===== src/rtl/ifetch_unit.sv =====
// Instruction fetch front end: owns the PC, drives the instruction memory
// word address, buffers {pc, instr} in a prefetch FIFO and hands entries to
// decode over valid/ready. Redirects flush the FIFO and reload the PC; a bad
// PC (misaligned or outside memory) parks the unit in FAULT until redirect.
// Optional build macro IFU_PERF_CNT_EN adds fetch and stall counters.
module ifetch_unit #(
  parameter logic [31:0] PC_RESET   = 32'h0040_0000,
  parameter logic [31:0] IMEM_BASE  = 32'h0040_0000,
  parameter int unsigned ADDR_W     = 11,
  parameter int unsigned FIFO_DEPTH = 4
) (
  input  logic              clk,
  input  logic              rst,
  output logic [ADDR_W-1:0] imem_addr,
  input  logic [31:0]       imem_instr,
  output logic              fetch_valid,
  input  logic              fetch_ready,
  output logic [31:0]       fetch_pc,
  output logic [31:0]       fetch_instr,
  input  logic              redirect_valid,
  input  logic [31:0]       redirect_pc,
  output logic              fetch_fault,
  output logic [31:0]       fault_pc
`ifdef IFU_PERF_CNT_EN
  ,
  output logic [31:0]       perf_fetch_cnt,
  output logic [31:0]       perf_stall_cnt
`endif
);

  localparam int unsigned PTR_W = $clog2(FIFO_DEPTH);
  localparam int unsigned CNT_W = $clog2(FIFO_DEPTH + 1);
  localparam logic [32:0] MEM_BYTES = 33'(4) << ADDR_W;

  typedef struct packed {
    logic [31:0] pc;
    logic [31:0] instr;
  } entry_t;

  typedef enum logic {
    ST_RUN   = 1'b0,
    ST_FAULT = 1'b1
  } state_t;

  state_t            state_q, state_d;
  logic [31:0]       pc_q;
  logic [CNT_W-1:0]  count_q;
  logic [PTR_W-1:0]  rd_ptr_q, wr_ptr_q;
  entry_t            mem_q [FIFO_DEPTH];

  logic [31:0]       off;
  logic              pc_bad;
  logic              push, pop, fault_set;

  // Address mapping and bad-PC detection from the PC register
  assign off       = pc_q - IMEM_BASE;
  assign imem_addr = off[ADDR_W+1:2];
  assign pc_bad    = (pc_q[1:0] != 2'b00) || ({1'b0, off} >= MEM_BYTES);

  // Head of FIFO toward decode; zero while empty
  assign fetch_valid = (count_q != '0);
  assign fetch_pc    = fetch_valid ? mem_q[rd_ptr_q].pc    : '0;
  assign fetch_instr = fetch_valid ? mem_q[rd_ptr_q].instr : '0;
  assign pop         = fetch_valid & fetch_ready;

  // FSM state register
  always_ff @(posedge clk) begin
    if (rst) state_q <= ST_RUN;
    else     state_q <= state_d;
  end

  // Next state and fetch decision; redirect overrides everything
  always_comb begin
    state_d   = state_q;
    push      = 1'b0;
    fault_set = 1'b0;
    if (redirect_valid) begin
      state_d = ST_RUN;
    end else begin
      case (state_q)
        ST_RUN: begin
          if (pc_bad) begin
            state_d   = ST_FAULT;
            fault_set = 1'b1;
          end else if ((count_q < CNT_W'(FIFO_DEPTH)) || pop) begin
            push = 1'b1;
          end
        end
        ST_FAULT: state_d = ST_FAULT;
        default:  state_d = ST_RUN;
      endcase
    end
  end

  // PC, pointers, occupancy and fault status
  always_ff @(posedge clk) begin
    if (rst) begin
      pc_q        <= PC_RESET;
      count_q     <= '0;
      rd_ptr_q    <= '0;
      wr_ptr_q    <= '0;
      fetch_fault <= 1'b0;
      fault_pc    <= '0;
    end else if (redirect_valid) begin
      pc_q        <= redirect_pc;
      count_q     <= '0;
      rd_ptr_q    <= '0;
      wr_ptr_q    <= '0;
      fetch_fault <= 1'b0;
    end else begin
      if (push) begin
        pc_q     <= pc_q + 32'd4;
        wr_ptr_q <= wr_ptr_q + PTR_W'(1);
      end
      if (pop) rd_ptr_q <= rd_ptr_q + PTR_W'(1);
      if (push && !pop)      count_q <= count_q + CNT_W'(1);
      else if (pop && !push) count_q <= count_q - CNT_W'(1);
      if (fault_set) begin
        fetch_fault <= 1'b1;
        fault_pc    <= pc_q;
      end
    end
  end

  // FIFO storage; contents are don't-care outside the occupied window
  always_ff @(posedge clk) begin
    if (push && !rst) mem_q[wr_ptr_q] <= '{pc: pc_q, instr: imem_instr};
  end

`ifdef IFU_PERF_CNT_EN
  // Performance counters: pushes and decode back-pressure cycles
  always_ff @(posedge clk) begin
    if (rst) begin
      perf_fetch_cnt <= '0;
      perf_stall_cnt <= '0;
    end else begin
      if (push) perf_fetch_cnt <= perf_fetch_cnt + 32'd1;
      if (fetch_valid && !fetch_ready) perf_stall_cnt <= perf_stall_cnt + 32'd1;
    end
  end
`endif

endmodule

===== config.mk =====
export PLATFORM = sky130hd
export DESIGN_NAME = ifetch_unit
export DESIGN_NICKNAME = d
export VERILOG_FILES = /design/src/rtl/ifetch_unit.sv
export SDC_FILE = /design/constraint.sdc
export NUM_CORES = 1
export LEC_CHECK = 0
export ABC_CLOCK_PERIOD_IN_PS = 3300
export CAP_MARGIN = 20
export CORE_MARGIN = 8
export CORE_UTILIZATION = 42
export CTS_CLUSTER_DIAMETER = 30
export DETAILED_ROUTE_END_ITERATION = 10
export PLACE_DENSITY_LB_ADDON = 0.12
export RECOVER_POWER = 25
export REMOVE_ABC_BUFFERS = 1
export SETUP_SLACK_MARGIN = 0.1
export SLEW_MARGIN = 20
export SYNTH_ARGS = -nofsm -noshare
export SYNTH_HDL_FRONTEND = slang
export SYNTH_SLANG_ARGS = --single-unit

===== constraint.sdc =====
create_clock -name clk -period 3.3 [get_ports clk]
set_clock_uncertainty 0.05 [all_clocks]
set_input_delay 0.66 -clock clk [delete_from_list [all_inputs] [get_ports clk]]
set_output_delay 0.66 -clock clk [all_outputs]
set_load 0.02 [all_outputs]

==> results of run 1 <==
power groups by stage:
stage / Clock, mW / Sequential, mW / Combinational, mW
after floorplan: 0 / 4.72 / 0.158
after global placement: 0 / 4.70 / 0.481
after detailed placement: 0 / 4.70 / 0.483
after CTS: 7.06 / 4.63 / 0.487
after global routing: 7.30 / 4.63 / 0.507
final: 6.94 / 4.63 / 0.469
kinds of logic (layout without fill, tap and decap cells):
| kind of cell | after synthesis | in the layout | share of synthesized area |
|---|---|---|---|
| xor+xnor | 6 | 6 | 0.00409 |
| buf+inv | 58 | 351 | 0.0208 |
| mux | 88 | 88 | 0.131 |
| fa+ha+maj | 8 | 8 | 0.00838 |
| compound gates | 60 | 60 | 0.0274 |
| simple gates | 227 | 227 | 0.0930 |
| flops | 331 | 331 | 0.715 |
synth_stat cells, types with 2 or more instances:
master    number
mux4_2        64
a211o_1        3
clkbuf_1      30
xor2_1         4
ha_1           7
o22ai_1        4
a32oi_1        2
o211ai_1       4
nand4_1        2
nor4_4         4
nor2_1        41
o21ai_0        4
edfxtp_1     256
and2_1        66
inv_1          7
or3_1          3
dfxtp_1       75
xnor2_1        2
a31oi_1        3
mux2i_1       24
nor3_1         9
buf_1          3
buf_2          6
nand2_1       85
and3_1         5
nor2b_1        2
nor4_1         2
a21oi_1       36
buf_4         11
final cells by class:
cell class | instances | area [sq um]
fillers | 2356 | 12500
clock buffers | 86 | 1890
repair buffers | 213 | 2360
multi-input cells | 389 | 3420
flip-flops and latches | 331 | 9200
inverters | 8 | 30.0
well taps | 396 | 495
clock inverters | 44 | 500
per-layer routing:
layer,global-route usage,up-vias,part of all wire
met5,0,-,0
met4,0.0483,0,0.015
met3,0.0494,45,0.069
met2,0.268,225,0.48
met1,0.215,3683,0.43
li1,-,3439,-
registers in the layout, indices dropped and copies added (netlist names), named ones only:
signal       flops
state_q          1
fault_pc        32
count_q          3
pc_q            32
wr_ptr_q         2
mem_q          256
fetch_fault      1
rd_ptr_q         2
timing repair:
action / in CTS / in global routing
setup endpoints to repair: 62 / 47
gates resized for setup: 11 / 45
hold buffers: 0 / 0
buffers inserted: 3 / 2
worst max-delay path, delay by kind of cell (launching register included):
kind                   cells  cell delay (ps)
AND/OR/NAND/NOR            1              180
flip-flops                 1              370
buffers and inverters      3              830
multiplexers               1              500
final timing paths:
path	start	to	slack [ps]	cells past startpoint
max	flop	fetch_pc[9]	180	5
min	rst	fault_pc[22]$_SDFFE_PP0P_	370	2
max reg2reg	pc_q[14]$_SDFFE_PP0N_	count_q[2]$_SDFFE_PP0P_	380	10
min reg2reg	fault_pc[21]$_SDFFE_PP0P_	fault_pc[21]$_SDFFE_PP0P_	400	2
stage by stage:
step           cell area [sq um]  power (mW)  hold WS (ps)  TNS (ps)  utilization
2_1_floorplan              12600        4.87           412    -96640            -
3_3_place_gp               15300        5.18           394         0        0.505
3_5_place_dp               15300        5.18           398         0        0.505
4_1_cts                    17800        12.2           362         0        0.586
5_1_grt                    17900        12.4           370         0        0.589
6_report                   17900        12.0           375         0        0.589
==> impl_metrics.prom, run 1 <==
# TYPE chip_impl_metric gauge
chip_impl_info{name="outcome",value="completed"} 1
chip_impl_metric{name="place_inst",unit=""} 1332
chip_impl_metric{name="synthArstFlopShare",unit=""} 0
chip_impl_metric{name="grt_antenna_before_repair",unit=""} 0
chip_impl_metric{name="design.core.area",unit="sq mm"} 0.0303
chip_impl_info{name="crit_path_kind",value="flop to primary output"} 1
chip_impl_metric{name="ys_warnings",unit=""} 0
chip_impl_metric{name="half_perimeter_wire_length_after_placement",unit="um"} 18800
chip_impl_metric{name="minimum_setup_slack_after_placement",unit="ps"} 271
chip_impl_metric{name="pin_count_of_the_biggest_net_entering_global_routing",unit=""} 51
chip_impl_metric{name="ctsHtreeMaxLevel",unit=""} 3
chip_impl_metric{name="worst_ep_arrival_time",unit="ps"} 2410
chip_impl_metric{name="timing.final.crit_share",unit=""} 0.946
chip_impl_metric{name="maxClockFrequency",unit="MHz"} 320
chip_impl_metric{name="critPathMaxFanout",unit=""} 15
chip_impl_info{name="cts.root.buffer_cell",value="clkbuf_16"} 1
chip_impl_metric{name="drc",unit=""} 0
chip_impl_metric{name="clock_path_buffers",unit=""} 3
chip_impl_metric{name="first_global_vias",unit=""} 7993
chip_impl_metric{name="cts.sink_count",unit=""} 331
chip_impl_metric{name="row_count",unit=""} 64
chip_impl_metric{name="yosysTopAreaCellShare",unit=""} 0.599
chip_impl_info{name="timing.hold.worst.class",value="input port to flop"} 1
chip_impl_metric{name="first_pass_grt_wire_length",unit="um"} 46500
chip_impl_metric{name="synth_cell_types",unit=""} 43
chip_impl_metric{name="tightest_slew",unit="ps"} 557
chip_impl_metric{name="netSwitchingPower",unit="mW"} 2.55
chip_impl_metric{name="setup_ws",unit="ps"} 179
chip_impl_metric{name="power.share.sequential",unit=""} 0.384
chip_impl_info{name="setup_repair_after_global_routing_missed_its_margin",value="false"} 1
chip_impl_info{name="path_common_cell",value="buf_12"} 1
chip_impl_info{name="dominantRegCellSynth",value="edfxtp_1"} 1
chip_impl_metric{name="grt.overflow.total",unit=""} 0
chip_impl_metric{name="intPower",unit="mW"} 9.49
chip_impl_info{name="synth.largest_area_cell",value="edfxtp_1"} 1
chip_impl_metric{name="finalMaxSlewViolations",unit=""} 0
chip_impl_metric{name="die_x_extent",unit="um"} 191
chip_impl_metric{name="share_of_the_yosys_chip_area_belonging_to_registers",unit=""} 0.715
chip_impl_metric{name="die-height",unit="um"} 191
chip_impl_metric{name="post_route_cells_drive_above_1_share",unit=""} 0.217
chip_impl_info{name="crit_path_slowest_cell",value="clkdlybuf4s50_1"} 1
chip_impl_metric{name="cp.required",unit="ps"} 2590
chip_impl_metric{name="insertedDiodeCount",unit=""} 0
chip_impl_info{name="layout.cells.most_common",value="edfxtp_1"} 1
chip_impl_metric{name="routed-via-count",unit=""} 7392
chip_impl_metric{name="start_util",unit=""} 0.423
chip_impl_metric{name="area.growth.synth_to_final",unit="%"} 39.3
chip_impl_metric{name="post_synth_inst_count",unit=""} 778
chip_impl_metric{name="power.share.clock",unit=""} 0.577
chip_impl_metric{name="cts_made_buffers",unit=""} 71
chip_impl_metric{name="path_clk_slew",unit="ps"} 40
chip_impl_metric{name="maxCapViolCount",unit=""} 0
chip_impl_metric{name="final-instance-count-excl-fill",unit=""} 1467
chip_impl_metric{name="detail_route.vias_per_cell",unit=""} 5.04
chip_impl_info{name="endpoint_kind",value="primary output"} 1
chip_impl_metric{name="final-setup-viol-count",unit=""} 0
chip_impl_info{name="critical_path_cell_by_cell",value="buf_12 -> buf_12 -> mux4_2 -> and2_1 -> clkdlybuf4s50_1"} 1
chip_impl_metric{name="power-per-cell-area",unit="mW/mm^2"} 673
chip_impl_metric{name="clock_insertion_delay_worst_skew",unit="ps"} 550
chip_impl_metric{name="mean_cell_area_of_the_mapped_netlist",unit="sq um"} 16.5
chip_impl_info{name="clock_tree_from_tritoncts",value="built"} 1
chip_impl_metric{name="drt_pre_antenna_iters",unit=""} 4
chip_impl_metric{name="mappedNetlistArea",unit="sq mm"} 0.0128
chip_impl_metric{name="p_leak",unit="nW"} 6.85
chip_impl_info{name="worstSetupStartpointType",value="flop"} 1
chip_impl_metric{name="drt_iter0_drc",unit=""} 365
chip_impl_metric{name="pwr-share-comb",unit=""} 0.039
chip_impl_metric{name="routed_wl",unit="um"} 29900
chip_impl_metric{name="antenna_left",unit=""} 0
chip_impl_info{name="layout_common_cells",value="edfxtp_1 (256), clkdlybuf4s50_1 (106), nand2_1 (85), clkbuf_16 (73), dfxtp_1 (73)"} 1
chip_impl_metric{name="slew_headroom",unit=""} 0.626
chip_impl_metric{name="final_weighted_congestion_in_routability_driven_placement",unit=""} 0.744
chip_impl_metric{name="postSynthRegisterBits",unit=""} 331
chip_impl_metric{name="globalRouteTotalUtil",unit=""} 0.166
chip_impl_metric{name="io_buffer_count",unit=""} 176
chip_impl_info{name="yosys-top-cells-area",value="edfxtp_1 (60%), dfxtp_1 (12%), mux4_2 (11%)"} 1
chip_impl_metric{name="io_pins",unit=""} 177
chip_impl_metric{name="ir_worst_vdd",unit="mV"} 0.408
chip_impl_metric{name="cp_slowest_stage_delay",unit="ps"} 540
chip_impl_metric{name="nets",unit=""} 1090
chip_impl_metric{name="shortest_period_the_worst_path_allows",unit="ps"} 3120
chip_impl_metric{name="timing.final.hold_violations",unit=""} 0
chip_impl_metric{name="dieArea",unit="sq mm"} 0.0364
chip_impl_metric{name="power.switching_fraction",unit=""} 0.212
chip_impl_metric{name="synth_enable_flop_cells",unit=""} 256
chip_impl_metric{name="avgRoutedWirePerCell",unit="um"} 20.4
Power figures use the tool's default switching activity.
==> run 2, diff against run 1 <==
SLEW_MARGIN = default   (was 20)
==> results of run 2 <==
The final DEF is identical to that of run 1; final timing and power are the same.
==> run 3, diff against run 2 <==
HOLD_SLACK_MARGIN = 0.12   (was default)
==> results of run 3 <==
The final DEF is identical to that of run 1; final timing and power are the same.
